**config.mk**
```make
export PLATFORM = sky130hd
export DESIGN_NAME = chip_test_controller_flat
export DESIGN_NICKNAME = d
export VERILOG_FILES = /design/src/rtl/chip_test_controller_pkg.sv /design/src/rtl/chip_test_controller_if.sv /design/src/rtl/chip_test_controller_btn_debounce.sv /design/src/rtl/chip_test_controller.sv /design/src/flat_wrapper.sv
export SDC_FILE = /design/constraint.sdc
export NUM_CORES = 1
export LEC_CHECK = 0
export ABC_AREA = 1
export CAP_MARGIN = 40
export CORE_ASPECT_RATIO = 1.75
export CORE_MARGIN = 4
export CORE_UTILIZATION = 32
export CTS_BUF_LIST = sky130_fd_sc_hd__clkbuf_8
export DETAILED_ROUTE_END_ITERATION = 10
export HOLD_SLACK_MARGIN = 0.08
export SLEW_MARGIN = 20
export SYNTH_ARGS = -nofsm -noshare
export SYNTH_HDL_FRONTEND = slang
export SYNTH_HIERARCHICAL = 1
export SYNTH_SLANG_ARGS = --single-unit
export TNS_END_PERCENT = 20
```
**constraint.sdc**
```tcl
create_clock -name Clk -period 1.55 [get_ports Clk]
set_input_delay 0.2325 -clock Clk [delete_from_list [all_inputs] [get_ports Clk]]
set_output_delay 0.2325 -clock Clk [all_outputs]
set_load 0.01 [all_outputs]
```
**src/rtl/chip_test_controller_pkg.sv**
```systemverilog
// chip_test_pkg: shared types and constants for the chip test controller.
//   ctl_state_t : controller state encoding (IDLE, LAUNCH, WAIT_DONE, SHOW)
//   CNT_W       : width of the saturating pass/fail counters
package chip_test_pkg;

  typedef enum logic [1:0] {
    IDLE      = 2'd0,
    LAUNCH    = 2'd1,
    WAIT_DONE = 2'd2,
    SHOW      = 2'd3
  } ctl_state_t;

  localparam int CNT_W = 8;

endpackage

```
**src/rtl/chip_test_controller_if.sv**
```systemverilog
// chip_test_controller_if: handshake between the controller and the chip tester.
//   Run       : controller -> tester, start request
//   DISP_RSLT : controller -> tester, present result
//   Done      : tester -> controller, completion flag
//   RSLT      : tester -> controller, 1 = pass, valid while Done = 1
// master = controller side, slave = tester side.
interface chip_test_controller_if;
  logic Run;
  logic DISP_RSLT;
  logic Done;
  logic RSLT;

  modport master (output Run, output DISP_RSLT, input Done, input RSLT);
  modport slave  (input Run, input DISP_RSLT, output Done, output RSLT);
endinterface

```
**src/rtl/chip_test_controller_btn_debounce.sv**
```systemverilog
// btn_debounce: 2-flop synchronizer, level debouncer and press-pulse generator
// for one active-low push-button.
//   Clk   : system clock
//   Reset : asynchronous active-low reset
//   btn_n : raw button, active-low, asynchronous to Clk
//   press : one-cycle pulse on the accepted high-to-low transition
// Press latency from the button going low is 2 + DEBOUNCE_CYCLES cycles.
module btn_debounce #(
  parameter int DEBOUNCE_CYCLES = 16
) (
  input  logic Clk,
  input  logic Reset,
  input  logic btn_n,
  output logic press
);

  localparam int            CW   = $clog2(DEBOUNCE_CYCLES + 1);
  localparam logic [CW-1:0] LAST = CW'(DEBOUNCE_CYCLES - 1);

  logic          sync_p0;
  logic          sync_p1;
  logic          level;
  logic [CW-1:0] cnt;

  always_ff @(posedge Clk or negedge Reset) begin
    if (!Reset) begin
      sync_p0 <= 1'b1;
      sync_p1 <= 1'b1;
      level   <= 1'b1;
      cnt     <= '0;
      press   <= 1'b0;
    end else begin
      // synchronizer stages
      sync_p0 <= btn_n;
      sync_p1 <= sync_p0;
      press   <= 1'b0;
      // cnt holds how many consecutive samples have disagreed with level;
      // the sample arriving with cnt == LAST is the DEBOUNCE_CYCLES-th one.
      if (sync_p1 == level) begin
        cnt <= '0;
      end else if (cnt == LAST) begin
        level <= sync_p1;
        cnt   <= '0;
        press <= level;
      end else begin
        cnt <= cnt + 1'b1;
      end
    end
  end

endmodule

```
**src/rtl/chip_test_controller.sv**
```systemverilog
// chip_test_controller: front end for a single chip tester.
//   Clk, Reset            : clock, asynchronous active-low reset
//   Start_n, Clear_n      : raw active-low push-buttons
//   tst (master)          : Run / DISP_RSLT out, Done / RSLT in
//   Busy                  : test in progress (WAIT_DONE)
//   Pass / Fail / Timeout : outcome of the last test, held until next launch
//   pass_count/fail_count : saturating counts; a timeout counts as a fail
module chip_test_controller
  import chip_test_pkg::*;
#(
  parameter int DEBOUNCE_CYCLES = 16,
  parameter int TIMEOUT_CYCLES  = 65535
) (
  input  logic                          Clk,
  input  logic                          Reset,
  input  logic                          Start_n,
  input  logic                          Clear_n,
  chip_test_controller_if.master        tst,
  output logic                          Busy,
  output logic                          Pass,
  output logic                          Fail,
  output logic                          Timeout,
  output logic [CNT_W-1:0]              pass_count,
  output logic [CNT_W-1:0]              fail_count
);

  localparam int            TW       = $clog2(TIMEOUT_CYCLES + 1);
  localparam logic [TW-1:0] TMO_LAST = TW'(TIMEOUT_CYCLES - 1);

  function automatic logic [CNT_W-1:0] sat_inc(input logic [CNT_W-1:0] v);
    return (v == {CNT_W{1'b1}}) ? v : v + 1'b1;
  endfunction

  logic          start_press;
  logic          clear_press;
  ctl_state_t    state;
  ctl_state_t    state_nxt;
  logic [TW-1:0] tmo_cnt;
  logic          run;
  logic          disp;
  logic          busy;
  logic          done_exit;
  logic          tmo_exit;
  logic          launch_go;

  btn_debounce #(.DEBOUNCE_CYCLES(DEBOUNCE_CYCLES)) u_start_db (
    .Clk   (Clk),
    .Reset (Reset),
    .btn_n (Start_n),
    .press (start_press)
  );

  btn_debounce #(.DEBOUNCE_CYCLES(DEBOUNCE_CYCLES)) u_clear_db (
    .Clk   (Clk),
    .Reset (Reset),
    .btn_n (Clear_n),
    .press (clear_press)
  );

  always_ff @(posedge Clk or negedge Reset) begin
    if (!Reset) state <= IDLE;
    else        state <= state_nxt;
  end

  // Run/Busy/DISP_RSLT decode straight from the state register so an
  // asynchronous reset drops them immediately.
  always_comb begin
    state_nxt = state;
    run       = 1'b0;
    busy      = 1'b0;
    disp      = 1'b0;
    done_exit = 1'b0;
    tmo_exit  = 1'b0;
    case (state)
      IDLE: begin
        if (start_press) state_nxt = LAUNCH;
      end
      LAUNCH: begin
        run       = 1'b1;
        state_nxt = WAIT_DONE;
      end
      WAIT_DONE: begin
        run  = 1'b1;
        busy = 1'b1;
        // Done has priority over a timeout landing in the same cycle
        if (tst.Done) begin
          done_exit = 1'b1;
          state_nxt = SHOW;
        end else if (tmo_cnt == TMO_LAST) begin
          tmo_exit  = 1'b1;
          state_nxt = SHOW;
        end
      end
      SHOW: begin
        disp = 1'b1;
        if (start_press) state_nxt = LAUNCH;
      end
      default: state_nxt = IDLE;
    endcase
  end

  assign launch_go     = (state_nxt == LAUNCH);
  assign tst.Run       = run;
  assign tst.DISP_RSLT = disp;
  assign Busy          = busy;

  // Timeout counter is always cleared in LAUNCH before it is looked at,
  // so it needs no reset.
  always_ff @(posedge Clk) begin
    if (state == LAUNCH)         tmo_cnt <= '0;
    else if (state == WAIT_DONE) tmo_cnt <= tmo_cnt + 1'b1;
  end

  always_ff @(posedge Clk or negedge Reset) begin
    if (!Reset) begin
      Pass    <= 1'b0;
      Fail    <= 1'b0;
      Timeout <= 1'b0;
    end else if (launch_go) begin
      Pass    <= 1'b0;
      Fail    <= 1'b0;
      Timeout <= 1'b0;
    end else if (done_exit) begin
      Pass    <= tst.RSLT;
      Fail    <= ~tst.RSLT;
      Timeout <= 1'b0;
    end else if (tmo_exit) begin
      Timeout <= 1'b1;
    end
  end

  // Clear has priority over an increment in the same cycle.
  always_ff @(posedge Clk or negedge Reset) begin
    if (!Reset) begin
      pass_count <= '0;
      fail_count <= '0;
    end else if (clear_press) begin
      pass_count <= '0;
      fail_count <= '0;
    end else if (done_exit && tst.RSLT) begin
      pass_count <= sat_inc(pass_count);
    end else if (done_exit || tmo_exit) begin
      fail_count <= sat_inc(fail_count);
    end
  end

endmodule

```
**src/flat_wrapper.sv**
```systemverilog
// flat-port wrapper written by rule: the top's interface ports become plain ports
module chip_test_controller_flat import chip_test_pkg::*;
#(
  parameter int DEBOUNCE_CYCLES = 16,
  parameter int TIMEOUT_CYCLES  = 65535
)
  (Clk, Reset, Start_n, Clear_n, Busy, Pass, Fail, Timeout, pass_count, fail_count, tst_Run, tst_DISP_RSLT, tst_Done, tst_RSLT);
  chip_test_controller_if tst_i ();
  input  logic Clk;
  input  logic Reset;
  input  logic Start_n;
  input  logic Clear_n;
  output logic Busy;
  output logic Pass;
  output logic Fail;
  output logic Timeout;
  output logic [CNT_W-1:0] pass_count;
  output logic [CNT_W-1:0] fail_count;
  output wire logic [$bits(tst_i.Run)-1:0] tst_Run;
  output wire logic [$bits(tst_i.DISP_RSLT)-1:0] tst_DISP_RSLT;
  input wire logic [$bits(tst_i.Done)-1:0] tst_Done;
  input wire logic [$bits(tst_i.RSLT)-1:0] tst_RSLT;
  assign tst_Run = tst_i.Run;
  assign tst_DISP_RSLT = tst_i.DISP_RSLT;
  assign tst_i.Done = tst_Done;
  assign tst_i.RSLT = tst_RSLT;
  chip_test_controller #(.DEBOUNCE_CYCLES(DEBOUNCE_CYCLES), .TIMEOUT_CYCLES(TIMEOUT_CYCLES)) u_core (.Clk(Clk), .Reset(Reset), .Start_n(Start_n), .Clear_n(Clear_n), .tst(tst_i), .Busy(Busy), .Pass(Pass), .Fail(Fail), .Timeout(Timeout), .pass_count(pass_count), .fail_count(fail_count));
endmodule
```
Word level (Yosys, flattened, before mapping) --
Index checks and enable logic that the tools add are counted.
Storage, ports and cells: word-level logic and storage cells 86, register bits after elaboration 55
Operators by class: add/sub/neg operators 5, bitwise operators 3, reductions and logical operators 13, equal/unequal tests 14, muxes and demuxes 34
Operators by type and width (number):
- 8-bit two-way mux | 7
- 5-bit two-way mux | 4
- 1-bit two-way mux | 19
- 16-bit by 1-bit adder with 16-bit output, second input constant | 1
- 8-bit by 1-bit adder with 8-bit output, second input constant | 2
- 16-bit == test, second input constant | 1
- 8-bit == test, second input constant | 2
- 5-bit by 1-bit adder with 5-bit output, second input constant | 2
- 5-bit by 4-bit == test with 1-bit output, second input constant | 2
- 2-bit two-way mux | 3
- 2-bit != test, second input constant | 3
- 2-bit one-hot mux with 3 select lines | 1
- 2-bit AND reduction | 3
- 2-bit nonzero test | 3
- 2-bit by 1-bit == test with 1-bit output, second input constant | 2
- 2-bit == test, second input constant | 2
- 2-bit OR reduction | 2
- 1-bit inverter | 3
- 3-bit AND reduction | 1
- 3-bit nonzero test | 1
- 1-bit == test | 2
- 2-bit zero test | 1
- 1-bit logical AND | 1
- 1-bit logical OR | 1

Logic depth before layout (Yosys ltp) --
depth after elaboration 8, mapped depth 12, gate-level depth less buffers 11

Modules after synthesis --
Netlist, hierarchy kept.
By module, submodules not included:
- chip_test_controller | sequential area each 845.8 um2, cells an instance 284, area an instance 2204.6 um2, instances 1
- btn_debounce | sequential area each 229.0 um2, cells an instance 38, area an instance 359.1 um2, instances 2

Least setup slack after synthesis --
Ideal clock, no wire load.
path type register to register, start point reg u_core.state[0], end point reg u_core.tmo_cnt[13], period minus slack after synthesis 1.626 ns, slack -0.076 ns, arrival 1.517 ns, setup time 0.109 ns, stages on the path, launching flop included 13, cell sequence dfrtp_1 -> inv_1 -> ha_1 -> buf_6 -> nand2_4 -> nor2_4 -> nand3_4 -> nor2_4 -> nand2_2 -> nand2_2 -> o21ai_2 -> nand2_1 -> inv_1
Between the ends: longest elaborated chain between the ends 1, elaborated cells between the ends (all ways) 2, those cells by class eq/ne (2)
Ends and longest elaborated chain:
- from (decl) | RTL line chip_test_controller.sv:36 | ctl_state_t state;
- from (signal assigned) | RTL line chip_test_controller.sv:62 | else state <= state_nxt;
- 2-bit == test / 2-bit by 1-bit == test with 1-bit output (equally long branches) | RTL line chip_test_controller.sv:111, chip_test_controller.sv:110
- to (signal assigned) | RTL line chip_test_controller.sv:111 | else if (state == WAIT_DONE) tmo_cnt <= tmo_cnt + 1'b1;
- to (decl) | RTL line chip_test_controller.sv:38 | logic [TW-1:0] tmo_cnt;
Parallel ways exist; a longest one is shown, timed or not. A chain may end at the register's enable or synchronous reset.

Final worst setup path --
start point reg u_core.state[0], end point reg u_core.tmo_cnt[14]
The elaborated chain is that of the path after synthesis.

==> results_dict.tcl <==
set metrics [dict create \
    numPlacedInstances 525 \
    cp-start-kind "flip-flop" \
    powerDensity_mw_per_mm2 727 \
    relSlewSlack_pct 66.6 \
    synth-edff-count 0 \
    worstMarginPinSlew_ns 0.501 \
    yosys.area.top_type "dfrtp_1" \
    synthCells 360 \
    setup_ws_ns 0.0332 \
    antenna_cells 0 \
    cp_data_arrival_time_ns 1.73 \
    firstDrtPassIters 4 \
    p_leak_nw 1.97 \
    initial_utilization_pct 33.3 \
    power_w 0.00271 \
    peakVddDrop_v 0.000588 \
    synthFlopType "dfrtp_1" \
    cts_sinks 55 \
    yosys_warnings 6 \
    instances_no_fill 540 \
    portBuffers 27 \
    grt_pass1_vias 2556 \
    rsz0062_at_grt "yes" \
    clockBufferDepth 2 \
    critPathRequiredTime_ns 1.77 \
    clkLatencyLatePin_ns 0.31 \
    numCtsBuffers 5 \
    ys_types 38 \
    drive_gt1_share_pct 23.2 \
    critical-path-top-delay-family "simple AND/OR/NAND/NOR gates" \
    period_share_pct 97.9 \
    yosysSeqAreaShare_pct 44.6 \
    drtAntennaViolNets 0 \
    final_hold_viol_count 0 \
    fp-row-count 45 \
    antenna_found_initial 0 \
    die-area_mm2 0.0108 \
    drtIter0Drc 79 \
    endpoint_kind "flip-flop" \
    fp.dieH_um 134 \
    grtUsageTotal_pct 13.0 \
    post-place-ws_ns -0.0980 \
    gp_congestion 0.854 \
    drc_errors 0 \
    area_growth_pct 27.5 \
    hold_class "input port to flip-flop" \
    cts.reportedPaths.clkPinSlew_ns 0.10 \
    grt-ovfl-total 0 \
    grt_start_max_net_pins 40 \
    htree_levels 2 \
    grt_pass1_wl_mm 11.2 \
    slew_viol_final 0 \
    synthesis.nets 376 \
    finalSetupViolations 0 \
    design_area_mm2 0.00373 \
    cts-root-buf "clkbuf_8" \
    avgViaCountPerCell 4.57 \
    final_common_cell "nand2_1" \
    synth.top_cell.area_share_pct 28.3 \
    hpwl_mm 4.88 \
    critPathBufInv 3 \
    status "finished, final reports clean" \
    detail_route.wl_per_cell_um 12.0 \
    worst-path-max-fanout 6 \
    crit_type "flip-flop to flip-flop" \
    fmax_ghz 0.659 \
    nNetsFinal 438 \
    synth_async_sr_flop_share_pct 70.9 \
    cp_cell_sequence "inv_2, ha_4, buf_6, buf_6, nand4_1, nor3_2, nand2_1, nand2_1, nor2_1" \
    final_cell_mix "68 x nand2_1, 53 x inv_1, 43 x nor2_1" \
    core-area_mm2 0.00878 \
    yosys-top-cells-area "dfrtp_1 28%, dfxtp_1 11%, nand2_1 9.0%" \
    finalCoreUtilization_pct 42.4 \
    syn_avg_cell_area_um2 8.12 \
    max_cap_viol_count 0 \
    fillers 926 \
    ios 28 \
    finalClockSkew_ns 0.00319 \
    die_w_um 80.2 \
    place_area_mm2 0.00350 \
    period_needed_ns 1.52 \
    vias 2468 \
    timing.critical_path.slowest_cell_delay_ns 0.39 \
    cts_tree "built" \
    synth-seq-cells 55 \
    cp_slowest_cell "dfrtp_1" \
    synth_area_mm2 0.00292 \
    wl_mm 6.50 \
]
flip-flops by register name, indices dropped and copies added, names as in the netlist, 2 cells and up:
| name | cells |
|---|---|
| u_core/u_start_db/cnt | 5 |
| u_core/state | 2 |
| u_core/pass_count | 8 |
| u_core/u_clear_db/cnt | 5 |
| u_core/tmo_cnt | 16 |
| u_core/fail_count | 8 |
worst register-to-register path: stages, from the launching register on:
cell and delay [ns]:
dfrtp_1 0.39, inv_2 0.08, ha_4 0.21, buf_6 0.13, buf_6 0.08, nand4_1 0.15, nor3_2 0.22, nand2_1 0.07
nand2_1 0.05, nor2_1 0.04
power by group:
part	internal (W)	leakage, nW	total, W	switching (W)
sequential	0.00153	0.638	0.00162	0.0000896
clock	0.000358	0.0449	0.000826	0.000468
combinational	0.000122	1.29	0.000266	0.000144
what timing repair did:
| item | in CTS | in global routing |
|---|---|---|
| setup buffers | 1 | 5 |
| hold buffers | 1 | 0 |
| endpoints found under the setup margin | 31 | 31 |
| cloned | 0 | 0 |
| pin swaps | 0 | 8 |
| hold endpoints to repair | 33 | 0 |
| gates resized for setup | 20 | 28 |
metal layers:
metal | global-route usage [%] | up-vias | part of all wire (%)
met5 | 0 | - | 0
met4 | 6.11 | 0 | 2.6
met3 | 2.15 | 10 | 2.2
met2 | 24.8 | 30 | 57
met1 | 13.2 | 1154 | 38
li1 | - | 1274 | -
cell usage after synthesis (3+ instances only):
cell type	number
nand4_1	17
nand2_4	3
o21ai_1	4
nand3_2	4
inv_1	54
o21ai_0	4
xor2_1	6
nand3_1	28
dfstp_2	6
xnor2_1	4
nor2_4	5
dfrtp_1	33
ha_1	10
nand2_1	70
a21oi_1	13
nand2_2	6
dfxtp_1	16
nor2_1	43
inv_2	4
nor3_1	6
area by class of cell:
type | count | area [um2] | area share (%)
multi-input combinational | 242 | 1440 | 38.7
clock buffer | 6 | 82.6 | 2.22
tap | 117 | 146 | 3.93
sequential | 55 | 1310 | 35.2
timing repair buffer | 59 | 510 | 13.7
clock inverter | 2 | 11.3 | 0.302
inverter | 59 | 221 | 5.94
cells by family after synthesis:
group,count (synthesis),share of synthesized area (%)
compound gates,31,6.51
fa+ha+maj,10,4.28
flops,55,44.6
simple gates,191,33.1
buf+inv,63,8.48
xor+xnor,10,3.00
metrics by stage:
stage,hold slack [ns],TNS (ns)
global placement,0.320,-0.650
CTS,0.301,-0.00134
detailed placement,0.327,-0.794
finish,0.321,0
floorplan,-0.0631,-0.0509
global route,0.310,-0.871
path summary, 6_finish.rpt:
kind                                                          start                                  end  slack, ns  cells past startpoint
worst max-delay path                      u_core/state[0]$_DFF_PN0_      u_core/tmo_cnt[14]$_SDFFE_PN0P_       0.03                      9
worst min-delay path                                        Clear_n  u_core/u_clear_db/sync_p0$_DFF_PN1_       0.32                      1
worst max register to register            u_core/state[0]$_DFF_PN0_      u_core/tmo_cnt[14]$_SDFFE_PN0P_       0.03                      9
worst min register to register  u_core/u_start_db/sync_p0$_DFF_PN1_  u_core/u_start_db/sync_p1$_DFF_PN1_       0.36                      0
max in group asynchronous                                     Reset  u_core/u_clear_db/level$_DFFE_PN1P_       0.68                      3
min in group asynchronous                                     Reset     u_core/pass_count[4]$_DFFE_PN0P_       0.50                      3
Power figures use the tool's default switching activity.
